--- src/rtl/clkdiv_ctrl.sv ---
// -----------------------------------------------------------------------------
// clkdiv_ctrl
//
// Purpose
//   Programmable integer clock divider with a ratio-change handshake.
//   It produces a divided clock `f` at ck/N and a one-cycle `tick` on the last
//   ck cycle of every period. A new ratio is applied only on a period boundary,
//   so `f` never shows a truncated or stretched period.
//
// Parameters
//   W        width of the ratio field and the period counter
//   RST_DIV  ratio loaded by reset (legal range 2 .. 2**W-1)
//
// Ports
//   ck         in   sole clock
//   rs_n       in   asynchronous active-low reset
//   en         in   run request; dropping it stops at the end of the period
//   div_req    in   ratio-change request, held until div_ack (or div_err)
//   div_val    in   requested ratio N, stable while div_req is high
//   div_ack    out  one-cycle pulse: new ratio loaded
//   div_err    out  one-cycle pulse: request rejected (div_val < 2)
//   busy       out  request accepted, waiting for the period boundary
//   f          out  divided clock
//   tick       out  one-cycle pulse when cnt == N-1
//   dbg_state  out  current FSM state (0 IDLE, 1 RUN, 2 PEND, 3 STOP)
//
// Handshake
//   div_req/div_val form a request that the requester holds until it sees
//   div_ack or div_err. A valid request (div_val >= 2) is loaded at the edge
//   where the counter is at N-1 (or at once when IDLE); div_ack follows one
//   cycle later. While div_ack or div_err is high the held request is ignored,
//   which gives the requester one cycle to drop div_req without a repeat load
//   or a second error pulse.
//
// Configuration
//   CLKDIV_ODD50_EN  when defined, a negedge flop stretches the high phase of
//                    odd ratios by half a ck period to get 50% duty. When
//                    undefined, odd ratios are high for (N-1)/2 of N cycles.
//                    Even ratios behave identically in both builds.
// -----------------------------------------------------------------------------
module clkdiv_ctrl #(
  parameter int W       = 4,
  parameter int RST_DIV = 3
) (
  input  logic         ck,
  input  logic         rs_n,
  input  logic         en,
  input  logic         div_req,
  input  logic [W-1:0] div_val,
  output logic         div_ack,
  output logic         div_err,
  output logic         busy,
  output logic         f,
  output logic         tick,
  output logic [1:0]   dbg_state
);

  typedef enum logic [1:0] {
    ST_IDLE = 2'd0,
    ST_RUN  = 2'd1,
    ST_PEND = 2'd2,
    ST_STOP = 2'd3
  } state_t;

  localparam logic [W-1:0] RST_N   = W'(RST_DIV);
  localparam logic [W-1:0] MIN_DIV = W'(2);
  localparam logic [W-1:0] ONE     = W'(1);

  state_t       state_q, state_d;
  logic [W-1:0] cnt_q,   cnt_d;
  logic [W-1:0] n_q,     n_d;
  logic         ack_q,   ack_d;
  logic         err_q,   err_d;
  logic         f_pos_q, f_pos_d;

  logic         wrap;
  logic         req_ok;
  logic         req_bad;

  // ---------------------------------------------------------------------------
  // Request qualification
  // ---------------------------------------------------------------------------
  // The pulse cycle of ack/err masks the still-held request (see header).
  assign req_ok  = div_req && !ack_q && (div_val >= MIN_DIV);
  assign req_bad = div_req && !ack_q && !err_q && (div_val < MIN_DIV);

  // Last cycle of the current period.
  assign wrap = (cnt_q == (n_q - ONE));

  // ---------------------------------------------------------------------------
  // FSM next-state and datapath
  // ---------------------------------------------------------------------------
  always_comb begin
    state_d = state_q;
    cnt_d   = cnt_q;
    n_d     = n_q;
    ack_d   = 1'b0;
    err_d   = req_bad;

    unique case (state_q)
      ST_IDLE: begin
        cnt_d = '0;
        // Nothing is running, so a valid ratio can be taken immediately.
        if (req_ok) begin
          n_d   = div_val;
          ack_d = 1'b1;
        end
        if (en) begin
          state_d = ST_RUN;
        end
      end

      ST_RUN: begin
        if (wrap) begin
          cnt_d = '0;
          // Request arriving exactly on the boundary: load without PEND.
          if (req_ok) begin
            n_d   = div_val;
            ack_d = 1'b1;
          end
          if (!en) begin
            state_d = ST_IDLE;
          end
        end else begin
          cnt_d = cnt_q + ONE;
          if (req_ok) begin
            state_d = ST_PEND;
          end else if (!en) begin
            state_d = ST_STOP;
          end
        end
      end

      ST_PEND: begin
        if (wrap) begin
          cnt_d = '0;
          if (req_ok) begin
            n_d   = div_val;
            ack_d = 1'b1;
          end
          // A stop requested while waiting takes effect after the load.
          state_d = en ? ST_RUN : ST_IDLE;
        end else begin
          cnt_d = cnt_q + ONE;
        end
      end

      ST_STOP: begin
        if (wrap) begin
          cnt_d = '0;
          if (req_ok) begin
            n_d   = div_val;
            ack_d = 1'b1;
          end
          state_d = ST_IDLE;
        end else begin
          cnt_d = cnt_q + ONE;
        end
      end

      default: begin
        state_d = ST_IDLE;
        cnt_d   = '0;
      end
    endcase

    // High phase is the first floor(N/2) counts, computed from next-state
    // values so the flop output always matches the current cnt_q / n_q.
    f_pos_d = (state_d != ST_IDLE) && (cnt_d < (n_d >> 1));
  end

  // ---------------------------------------------------------------------------
  // State registers
  // ---------------------------------------------------------------------------
  always_ff @(posedge ck or negedge rs_n) begin
    if (!rs_n) begin
      state_q <= ST_IDLE;
      cnt_q   <= '0;
      n_q     <= RST_N;
      ack_q   <= 1'b0;
      err_q   <= 1'b0;
      f_pos_q <= 1'b0;
    end else begin
      state_q <= state_d;
      cnt_q   <= cnt_d;
      n_q     <= n_d;
      ack_q   <= ack_d;
      err_q   <= err_d;
      f_pos_q <= f_pos_d;
    end
  end

  // ---------------------------------------------------------------------------
  // Divided clock output
  // ---------------------------------------------------------------------------
`ifdef CLKDIV_ODD50_EN
  logic f_neg_q;

  // Half-cycle delayed copy of f_pos. ORed in only for odd ratios, it extends
  // the high phase by half a ck period. It is always low at a period boundary
  // (f_pos is low on the last count for every N >= 2), so a ratio change
  // cannot glitch the output through the n_q[0] select.
  always_ff @(negedge ck or negedge rs_n) begin
    if (!rs_n) begin
      f_neg_q <= 1'b0;
    end else begin
      f_neg_q <= f_pos_q;
    end
  end

  assign f = f_pos_q | (f_neg_q & n_q[0]);
`else
  assign f = f_pos_q;
`endif

  // ---------------------------------------------------------------------------
  // Status outputs (all decoded from registers)
  // ---------------------------------------------------------------------------
  assign div_ack   = ack_q;
  assign div_err   = err_q;
  assign busy      = (state_q == ST_PEND);
  assign tick      = (state_q != ST_IDLE) && wrap;
  assign dbg_state = state_q;

`ifndef SYNTHESIS
  // Load and reject are mutually exclusive by construction of req_ok/req_bad.
  a_ack_err_excl: assert property (@(posedge ck) disable iff (!rs_n)
    !(div_ack && div_err));

  // The counter never leaves the 0 .. N-1 window.
  a_cnt_in_range: assert property (@(posedge ck) disable iff (!rs_n)
    cnt_q < n_q);
`endif

endmodule

--- config.mk ---
export PLATFORM = sky130hd
export DESIGN_NAME = clkdiv_ctrl
export DESIGN_NICKNAME = d
export VERILOG_FILES = /design/src/rtl/clkdiv_ctrl.sv
export SDC_FILE = /design/constraint.sdc
export NUM_CORES = 1
export LEC_CHECK = 0
export ABC_CLOCK_PERIOD_IN_PS = 3100
export CELL_PAD_IN_SITES_DETAIL_PLACEMENT = 0
export CELL_PAD_IN_SITES_GLOBAL_PLACEMENT = 1
export CORE_UTILIZATION = 41
export CTS_BUF_LIST = sky130_fd_sc_hd__clkbuf_8
export CTS_CLUSTER_DIAMETER = 80
export DETAILED_ROUTE_END_ITERATION = 7
export GPL_TIMING_DRIVEN = 0
export PLACE_DENSITY_LB_ADDON = 0.1
export SYNTH_ARGS = -nofsm -noshare
export SYNTH_HDL_FRONTEND = slang
export SYNTH_SLANG_ARGS = --single-unit
--- constraint.sdc ---
create_clock -name ck -period 3.1 [get_ports ck]
set_input_delay 0.465 -clock ck [delete_from_list [all_inputs] [get_ports ck]]
set_output_delay 0.465 -clock ck [all_outputs]
set_load 0.02 [all_outputs]
=== After elaboration in Yosys (flattened, before gate mapping) ===
Index checks and enable logic that the tools add are counted.

* Flip-flop bits (word level): 13
* Output and inout port bits: 7
* Word-level logic and storage cells: 46

* $add $sub $neg: 2
* Order comparisons: 3
* Eq/ne operators: 5
* Mux-type cells: 17
* Reductions and logical operators: 12

{| class="wikitable"
|+ Operators with widths
! operator !! count
|-
| case mux 4 bit (2 select lines) || 2
|-
| two-way mux 2 bit || 7
|-
| two-way mux 4 bit || 3
|-
| case mux 2 bit (4 select lines) || 1
|-
| logical AND 1 bit || 6
|-
| adder 4 x 1 -> 4 bit (second input constant) || 1
|-
| == test 2 bit (second input constant) || 2
|-
| == test 4 bit || 1
|-
| >= comparator 4 x 2 -> 1 bit (second input constant) || 1
|-
| < comparator 4 x 2 -> 1 bit (second input constant) || 1
|-
| < comparator 4 x 3 -> 1 bit || 1
|-
| nonzero test 2 bit || 2
|-
| subtractor 4 x 1 -> 4 bit (second input constant) || 1
|-
| two-way mux 1 bit || 3
|-
| OR reduction 3 bit || 1
|-
| == test 2 x 1 -> 1 bit (second input constant) || 1
|-
| logical NOT 1 bit || 2
|-
| logical NOT 2 bit || 1
|-
| inequality test 2 x 1 -> 1 bit (second input constant) || 1
|-
| case mux 1 bit (2 select lines) || 1
|}

=== Longest topological paths before layout ===
* Depth in word-level cells: 8
* Depth in mapped cells: 12

=== Least setup slack after synthesis ===
No wires, ideal clock.

* Path type: reg2reg
* Start point: register n_q[0]
* End point: register f_pos_q, in the netlist f
* Data arrival time: 2.606 ns
* Required time: 2.977 ns
* Setup slack: 0.371 ns
* Cell stages (with the launch flop): 12
* Path buffers: 1
* Period minus slack after synthesis: 2.729 ns
* Cells stage by stage: dfstp_2 inv_1 ha_1 xnor2_1 or3_4 o22ai_4 buf_2 a32oi_1 ha_1 nand2_1 a22o_1 o221a_1

* Longest elaborated chain between the ends: 6
* Elaborated cells between the ends (all ways): 13

{| class="wikitable"
|+ RTL lines
! what !! RTL line !! RTL
|-
| from (decl) || 71 || <nowiki>logic [W-1:0] n_q, n_d;</nowiki>
|-
| from (signal assigned) || 186 || <nowiki>n_q <= n_d;</nowiki>
|-
| subtractor 4 x 1 -> 4 bit * || 88 || <nowiki>assign wrap = (cnt_q == (n_q - ONE));</nowiki>
|-
| == test 4 bit * || 88 ||
|-
| two-way mux 4 bit (tied with other cells) || 114, 135, 149 ||
|-
| case mux 4 bit (2 select lines) or case mux 2 bit (4 select lines) (tied branches) || 100 || <nowiki>unique case (state_q)</nowiki>
|-
| < comparator 4 x 3 -> 1 bit or nonzero test 2 bit (tied branches) || 169 || <nowiki>f_pos_d = (state_d != ST_IDLE) && (cnt_d < (n_d >> 1));</nowiki>
|-
| logical AND 1 bit * || 169 ||
|-
| net f_pos_d || 74 || <nowiki>logic f_pos_q, f_pos_d;</nowiki>
|-
| to (signal assigned) || 189 || <nowiki>f_pos_q <= f_pos_d;</nowiki>
|-
| to (decl) || 74 ||
|}

The timed path passes the listed nets; every way through them passes the cells marked *. The select of a mux whose other input is x is not followed.
A chain may end at the register's enable or synchronous reset.

=== Worst setup path after layout ===
Same ends and word-level chain as after synthesis.

==> impl_metrics.yaml <==
floorplanning:
  rows: 15
  die_area_um2: 2200
  ios: 15
  start_util: 0.458
  fp.coreArea_um2: 1800
  die_y_um: 46.9
  die_x_um: 46.9
placed_design:
  dpl.hpwl_mm: 1.28
  gp_congestion: 0.737
  place_area_um2: 997
  post-place-ws_ns: 0.126
  io_buffer_count: 14
logic_synthesis:
  synth-compound-area-share: 0.198
  synth-simple-area-share: 0.161
  synth_top_family_by_area: "compound AO/OA/AOI/OAI gates"
  syn_nets: 92
  synthCells: 80
  synth_top_area_frac: 0.333
  synth_xor_area_frac: 0.123
  yosysSeqAreaShare: 0.397
  synth_top_cell_by_area: "dfrtp_1"
  synthMuxAreaShare: 0.0182
  synth_warnings: 0
  avgSynthCellArea_um2: 10.3
  synth_seq_cells: 13
  ys_types: 35
  synth.area.top_cells: "dfrtp_1 33%, dfstp_2 6.4%, ha_1 6.1%"
  yosys.area_share.adder: 0.0606
  syn_area_um2: 826
clock_tree:
  tritoncts: "yes"
  cts_sinks: 13
  clockBufferDepth: 2
  cts_root_buf: "clkbuf_8"
  ctsHtreeMaxLevel: 1
  ctsHoldBuffers: 0
  insertion_delay_ns: 0.24
  clk_pin_slew_worst_paths_ns: 0.06
  cts-buffers-inserted: 3
  post_cts_buffers: 0
outcome:
  status: "finished, final reports clean"
timing:
  setup_viol: 0
  final-max-slew-violation-count: 0
  rsz0062_at_grt: "false"
  setup_ws_ns: 0.212
  finalClockSkew_ns: 0.00199
  fmax_ghz: 0.346
  period_needed_ns: 2.89
  fin_tns_setup_ns: 0
  slew_headroom: 0.593
  max_slew.worst_pin.slew_ns: 0.609
  hold_violations: 0
  period_share: 0.932
detailed_routing:
  first_pass_iters: 3
  drt_first_iter_violations: 1
  vias: 660
  wl_per_cell_um: 13.5
  viasPerCell: 5.37
  routed_wl_mm: 1.66
  drc: 0
  ant_nets: 0
layout:
  nNetsFinal: 111
  area_growth_pct: 28.3
  layout_commonest_cell: "clkdlybuf4s50_1"
  layout_common_cells: "13 x clkdlybuf4s50_1, 11 x dfrtp_1, 9 x nor2_1"
  drive_above_1_share: 0.153
  finish.instance_area_um2: 1060
  n_antenna_cell: 0
  postLayoutCoreUtil: 0.588
min_path:
  hp-class: "flop to flop"
  worstHoldStart: "div_err$_DFF_PN0_"
worst_setup_path:
  end_kind: "flop"
  startpoint: "n_q[0]$_DFFE_PN1P_"
  slowest_stage: "dfstp_2"
  slowest_delay_ns: 0.56
  crit_fanout: 6
  critical_path_class: "flop to flop"
  worstPathRequired_ns: 3.28
  path_cells: "inv_1 > ha_1 > xnor2_1 > or3_4 > o22ai_4 > nand3_4 > a32oi_2 > ha_1 > a21oi_1 > o31ai_1 > a21oi_1 > o221a_1"
  crit_arrival_ns: 3.07
  r2r_start: "n_q[0]$_DFFE_PN1P_"
  cp-start-kind: "flop"
grt:
  grt_pass1_wl_mm: 2.83
  overflow: 0
  first_global_vias: 646
  grt_usage: 0.188
  antenna_found_initial: 0
  grt_max_degree: 14
power:
  cellLeakagePower_uw: 0.000474
  power.density_nw_per_um2: 1260
  ir_drop_mv: 0.612
job:
  max_cap_violations: 0
[flip-flops by register name (all words and copies together), names as in the netlist]
| signal | cells |
|---|---|
| cnt_q | 4 |
| dbg_state | 2 |
| div_ack | 1 |
| div_err | 1 |
| f | 1 |
| n_q | 4 |
[path summary, 6_finish.rpt]
kind / depth (start not counted) / slack, ns / end
worst max-delay path: 12 / 0.21 / f$_DFF_PN0_
worst min-delay path: 1 / 0.44 / div_err$_DFF_PN0_
worst max register to register: 12 / 0.21 / f$_DFF_PN0_
worst min register to register: 1 / 0.44 / div_err$_DFF_PN0_
max in group asynchronous: 1 / 2.10 / n_q[2]$_DFF_PN0_
min in group asynchronous: 1 / 0.60 / cnt_q[0]$_DFF_PN0_
[power by group]
group	switching, µW	internal, µW	leakage [µW]	total, µW
clock	61.7	88.7	0.0000255	150
combinational	442	421	0.000288	862
sequential	67.4	251	0.000161	319
[synth_stat cells (all sizes together)]
cell,n
dfrtp,11
ha,4
buf,1
a2bb2oi,1
inv,5
nand3,4
o21ai,2
xor3,1
dfstp,2
a22o,1
o31ai,1
or2,1
a21oi,3
o211ai,1
o311a,1
nand2,5
a31oi,1
nor2,9
a32oi,2
clkbuf,3
o221ai,1
a32o,2
o221a,1
nor2b,1
mux2,1
nor3,2
o22ai,1
or3,2
xnor2,6
nor3b,1
a21o,1
xor2,2
[timing repair]
action | 4_1_cts | 5_1_grt
hold endpoints to repair | 0 | 0
endpoints found under the setup margin | 0 | 2
resized for setup | 0 | 5
[critical path: cells and delay by family (launching register included)]
family / cells / cell delay, ns
compound gates: 6 / 0.95
xor+xnor: 1 / 0.14
fa+ha+maj: 2 / 0.56
buf+inv: 1 / 0.05
flops: 1 / 0.56
simple gates: 2 / 0.57
[layer usage]
metal	GRT usage	wire, µm	vias up	part of all wire
li1	-	-	323	-
met1	0.257	859	323	0.52
met2	0.300	739	12	0.45
met3	0.0346	49	2	0.030
met4	0.0686	10	0	0.0060
met5	0	0	-	0
[stage by stage]
| stage | total power, µW | hold WS (ns) | instances |
|---|---|---|---|
| 6_report | 1330 | 0.439 | 123 |
| 5_1_grt | 1450 | 0.454 | 123 |
| 4_1_cts | 1320 | 0.439 | 123 |
| 3_5_place_dp | 1160 | 0.426 | 119 |
| 3_3_place_gp | 1150 | 0.423 | 119 |
| 2_1_floorplan | 951 | 0.169 | 80 |
[layout make-up]
cell class | instances | area, µm²
buffer | 4 | 22.5
clock buffer | 3 | 41.3
clock inverter | 1 | 5.00
fill | 182 | 742
inverter | 5 | 18.8
multi-input combinational | 58 | 470
sequential | 13 | 328
tap | 25 | 31.3
timing repair buffer | 14 | 143
[cells by family after synthesis]
family / count (synthesis)
AOI/OAI and AO/OA: 19
xor gates and xnor gates: 9
adders and majority gates: 4
buffers and inverters: 9
DFF: 13
muxes: 1
and+or+nand+nor: 25
(Power assumes the default switching activity.)
